[src/rtl/seven_seg_pkg.sv]
// Shared constants for the 7-segment scan controller: blank patterns and the
// hex-to-segment lookup (gfedcba, active low).
package seven_seg_pkg;

  localparam logic [6:0] SEG_BLANK = 7'b1111111;
  localparam logic [3:0] AN_OFF    = 4'b1111;

  typedef logic [1:0] digit_idx_t;

  // Entry 0 sits at the LSB end, so HEX_SEG[n] is the pattern for nibble n.
  localparam logic [15:0][6:0] HEX_SEG = {
    7'b0001110,  // F
    7'b0000110,  // E
    7'b0100001,  // d
    7'b1000110,  // C
    7'b0000011,  // b
    7'b0001000,  // A
    7'b0010000,  // 9
    7'b0000000,  // 8
    7'b1111000,  // 7
    7'b0000010,  // 6
    7'b0010010,  // 5
    7'b0011001,  // 4
    7'b0110000,  // 3
    7'b0100100,  // 2
    7'b1111001,  // 1
    7'b1000000   // 0
  };

endpackage

[src/rtl/seven_seg_scan_ctrl_hex_to_seg.sv]
// Combinational nibble to active-low 7-segment decoder.
module hex_to_seg
  import seven_seg_pkg::*;
(
  input  logic [3:0] nibble,
  output logic [6:0] seg
);

  assign seg = HEX_SEG[nibble];

endmodule

[src/rtl/seven_seg_scan_ctrl.sv]
// Four-digit common-anode scan controller with per-slot ghost blanking and a
// double-buffered display value that only swaps at the frame boundary.
module seven_seg_scan_ctrl
  import seven_seg_pkg::*;
#(
  parameter int TICKS_PER_DIGIT = 100000,
  parameter int BLANK_TICKS     = 1000
) (
  input  logic        clk,
  input  logic        rst,
  input  logic [15:0] value,
  input  logic [3:0]  dp_mask,
  input  logic [3:0]  blank_mask,
  input  logic        load,
  output logic        busy,
  output logic        frame_tick,
  output logic [3:0]  an,
  output logic [6:0]  seg,
  output logic        dp
);

  localparam int CW = (TICKS_PER_DIGIT > 1) ? $clog2(TICKS_PER_DIGIT) : 1;
  localparam logic [CW-1:0] CNT_LAST  = CW'(TICKS_PER_DIGIT - 1);
  localparam logic [CW-1:0] CNT_BLANK = CW'(BLANK_TICKS);

  logic [CW-1:0] cnt;
  digit_idx_t    idx;

  logic [15:0] disp_value, pend_value;
  logic [3:0]  disp_dp, pend_dp;
  logic [3:0]  disp_blank, pend_blank;

  logic        boundary;
  logic        lit;
  logic [3:0]  cur_nib;
  logic [6:0]  dec_seg;
  logic [3:0]  an_next;
  logic [6:0]  seg_next;
  logic        dp_next;

  assign boundary = (cnt == CNT_LAST) && (idx == 2'd3);
  assign cur_nib  = disp_value[{idx, 2'b00} +: 4];

  hex_to_seg u_hex_to_seg (
    .nibble (cur_nib),
    .seg    (dec_seg)
  );

  always_comb begin
    lit      = (cnt >= CNT_BLANK) && !disp_blank[idx];
    an_next  = AN_OFF;
    seg_next = SEG_BLANK;
    dp_next  = 1'b1;
    if (lit) begin
      an_next  = ~(4'b0001 << idx);
      seg_next = dec_seg;
      dp_next  = ~disp_dp[idx];
    end
  end

  always_ff @(posedge clk or posedge rst) begin
    if (rst) begin
      cnt <= '0;
      idx <= '0;
    end else if (cnt == CNT_LAST) begin
      cnt <= '0;
      idx <= idx + 2'd1;
    end else begin
      cnt <= cnt + 1'b1;
    end
  end

  // A load landing on the boundary itself bypasses the pending buffer.
  always_ff @(posedge clk or posedge rst) begin
    if (rst) begin
      disp_value <= '0;
      disp_dp    <= '0;
      disp_blank <= '0;
      pend_value <= '0;
      pend_dp    <= '0;
      pend_blank <= '0;
      busy       <= 1'b0;
    end else if (boundary) begin
      if (load) begin
        disp_value <= value;
        disp_dp    <= dp_mask;
        disp_blank <= blank_mask;
      end else if (busy) begin
        disp_value <= pend_value;
        disp_dp    <= pend_dp;
        disp_blank <= pend_blank;
      end
      busy <= 1'b0;
    end else if (load) begin
      pend_value <= value;
      pend_dp    <= dp_mask;
      pend_blank <= blank_mask;
      busy       <= 1'b1;
    end
  end

  always_ff @(posedge clk or posedge rst) begin
    if (rst) begin
      an         <= AN_OFF;
      seg        <= SEG_BLANK;
      dp         <= 1'b1;
      frame_tick <= 1'b0;
    end else begin
      an         <= an_next;
      seg        <= seg_next;
      dp         <= dp_next;
      frame_tick <= boundary;
    end
  end

endmodule

[config.mk]
export PLATFORM = sky130hd
export DESIGN_NAME = seven_seg_scan_ctrl
export DESIGN_NICKNAME = d
export VERILOG_FILES = /design/src/rtl/seven_seg_pkg.sv /design/src/rtl/seven_seg_scan_ctrl_hex_to_seg.sv /design/src/rtl/seven_seg_scan_ctrl.sv
export SDC_FILE = /design/constraint.sdc
export NUM_CORES = 1
export LEC_CHECK = 0
export BUFFER_PORTS_ARGS = -buffer_cell sky130_fd_sc_hd__buf_2
export CAP_MARGIN = 10
export CORE_MARGIN = 2
export CORE_UTILIZATION = 53
export DETAILED_ROUTE_END_ITERATION = 6
export HOLD_SLACK_MARGIN = 0.03
export PLACE_DENSITY = 0.75
export RECOVER_POWER = 100
export SLEW_MARGIN = 10
export SYNTH_ARGS = -nofsm -noshare
export SYNTH_HDL_FRONTEND = slang
export SYNTH_SLANG_ARGS = --single-unit
[constraint.sdc]
create_clock -name clk -period 2.1 [get_ports clk]
set_clock_uncertainty 0.05 [all_clocks]
set_input_delay 0.105 -clock clk [delete_from_list [all_inputs] [get_ports clk]]
set_output_delay 0.105 -clock clk [all_outputs]
set_load 0.01 [all_outputs]
==> flow_summary_export.csv <==
group,metric,value,unit
setup_path,path_max_fanout,12,
sta,grt_setup_unrepaired,"yes",
grt,track_usage,22.20,%
synth,synth_top_family_by_area,"simple AND/OR/NAND/NOR gates",
synth,yosys-top-cells-area,"dfrtp_1, dfstp_2, mux2_2",
synth,synth-simple-area-share,12.01,%
place,io_buffer_count,40,
place,pre_cts_ws,-9.298,ps
final_layout,diodes,0,
sta,hold_viol_final,0,
synth,synth_cell_type_count,41,
job,maxCapViolCount,0,
die,fp-row-count,31,
status,status,"finished clean",
die,pin_count,41,
final_layout,area_growth,24.43,%
drt,postRouteAntennaNets,0,
die,start_util,54.60,%
grt,grt_pass1_wl,14.36,mm
clock_network,clkSlewWorstSetupHoldPaths,80,ps
place,placedCellCount,485,
drt,routed_via_density,5.307,
setup_path,critPathKind,"reg -> reg",
die,dieArea,8137,µm²
die,coreArea,7214,µm²
synth,synth_area,3939,µm²
grt,top_usage_layer,"met2",
synth,ys_seq_elements,81,
grt,antenna_found_initial,0,
final_layout,final_cell_mix,"dfrtp_1, nand2_1, inv_1",
place,hpwl,5.194,mm
clock_network,cts_tree,"yes",
setup_path,endpoint_kind,"flip-flop",
grt,use_met1,28.88,%
pwr,power_density,613.9,nW/µm²
drt,drt-initial-drc-count,134,
clock_network,numCtsBuffers,9,
grt,use_met3,4.359,%
grt,grt-ovfl-total,0,
clock_network,h-tree-depth,3,
drt,dr_total_vias,2871,
synth,async_flop_share,100.0,%
drt,route.detailed.drc,0,
sta,period_minus_slack,2091,ps
sta,setup_tns,0,ps
pwr,peakVddDrop,0.4321,mV
final_layout,nets,476,
setup_path,crit_required,2280,ps
pwr,p_leak,2.205,nW
setup_path,worstSetupStartpointType,"flip-flop",
synth,synth_compound_area_share,11.91,%
drt,routed_wirelength,8.286,mm
sta,report.final.setup_viol,0,
sta,tightest_slew,1070,ps
hold_path,hold_path.class,"in -> reg",
grt,met2_usage,37.78,%
synth,ys.flop_type,"dfrtp_1",
synth,synth-xor-area-share,4.003,%
grt,grt_max_degree,82,
clock_network,clock_latency,350,ps
synth,postSynthCellCount,350,
grt,grt_pass1_vias,3041,
synth,ys_warn_count,0,
clock_network,cts_sinks,81,
sta,fmax,478.4,MHz
clock_network,root_buffer,"clkbuf_8",
synth,syn_nets,389,
synth,muxShareOfSynthArea,11.15,%
synth,synth_edf_count,0,
final_layout,final_common_cell,"dfrtp_1",
final_layout,final_cell_count_no_fill,541,
final_layout,drive_gt1_share,28.05,%
sta,fin_crit_sh,99.55,%
drt,wire_per_inst,15.32,µm
setup_path,rr_worst_depth,6,
clock_network,clockBufferDepth,2,
synth,synthAdderAreaFrac,3.812,%
sta,setup_ws,9.484,ps
synth,synth.avg_cell_area,11.25,µm²
sta,slew_headroom,28.67,%
place,place_congestion,0.8103,
hold_path,min_path_cells,3,
setup_path,cp.arrival,2280,ps
synth,synth.top_cell.area_share,43.84,%
synth,yosysSeqAreaShare,51.84,%
sta,drv_slew,0,
drt,dr.pass1.iters,6,
die,die_h,90.21,µm
die,die-width,90.21,µm
synth,yosys.area.top_type,"dfrtp_1",
[sequential cells by signal, indices dropped and copies added (netlist names)]
register,cells
seg,7
pend_dp,4
pend_blank,4
frame_tick,1
pend_value,16
dp,1
disp_value,16
disp_dp,4
an,4
cnt,17
disp_blank,4
busy,1
idx,2
[repair_timing]
action	4_1_cts	5_1_grt
hold buffers	28	0
endpoints found under the hold margin	93	0
cloned	2	0
gates resized for setup	5	10
pin swaps	3	0
endpoints found under the setup margin	24	51
buffers inserted	7	3
[layer usage]
metal  wire, µm  vias up  share of wire (%)
met4        151        0                1.8
li1           -     1394                  -
met1       3631     1419                 44
met5          0        -                  0
met3        236       12                2.8
met2       4266       46                 51
[area by class of cell]
type / instances / area (µm²)
clock buffers: 9 / 123.9
inverters: 31 / 120.1
well taps: 99 / 123.9
fillers: 559 / 2313
multi-input cells: 219 / 1719
repair buffers: 95 / 714.4
flip-flops and latches: 81 / 2046
clock inverters: 7 / 53.80
[cells by family (layout without fill, tap and decap cells)]
family / Yosys count / in the layout
AND/OR/NAND/NOR: 89 / 89
flip-flops: 81 / 81
AO/OA/AOI/OAI: 68 / 68
buffers and inverters: 50 / 142
multiplexers: 32 / 32
XOR/XNOR: 18 / 18
adder cells (fa/ha/maj): 12 / 12
[cells in the mapped netlist, types with 3 or more instances]
master and number:
o21ai_0 29, xor2_1 13, dfrtp_1 69, o211ai_1 4
nand4_1 4, ha_1 12, and3_1 4, buf_2 4
and4_1 3, xnor2_1 5, mux4_2 7, o2bb2ai_1 24
dfstp_2 12, nand3_1 5, inv_1 31, clkbuf_1 13
nor2_1 12, mux2_2 25, nand2_1 42
[power by group]
part	leakage (nW)	switching, W	internal (W)
clock network	0.0822	0.000596	0.000437
registers	0.990	0.0000434	0.00163
logic	1.13	0.000148	0.000155
total	2.20	0.000787	0.00222
[path summary, 6_finish.rpt]
| check | slack (ps) | startpoint | endpoint |
|---|---|---|---|
| min reg2reg | 450 | pend_blank[3] | pend_blank[3] |
| min | 110 | load | busy |
| max | 9 | cnt[14] | disp_blank[0] |
| min in group asynchronous | 620 | rst | pend_value[4] |
| max in group asynchronous | 620 | rst | cnt[14] |
| max reg2reg | 9 | cnt[14] | disp_blank[0] |
[stage by stage]
| stage | area (µm²) | utilization [%] | hold slack (ps) | total power (W) |
|---|---|---|---|---|
| 6_report | 4901 | 67.93 | 111.5 | 0.003009 |
| 5_1_grt | 4901 | 67.93 | 115.4 | 0.003167 |
| 4_1_cts | 4888 | 67.76 | 109.9 | 0.003030 |
| 3_5_place_dp | 4325 | 59.95 | 207.4 | 0.001964 |
| 3_3_place_gp | 4325 | 59.95 | 203.1 | 0.001949 |
| 2_1_floorplan | 3943 | - | 198.9 | 0.001873 |
[critical path: stages, from the launching register on]
cell     delay (ps)
dfrtp_2         430
nor4_4          350
nand4_2         180
nor4_4          300
buf_4           180
buf_12          130
mux2_2          340
(Power assumes the default switching activity.)
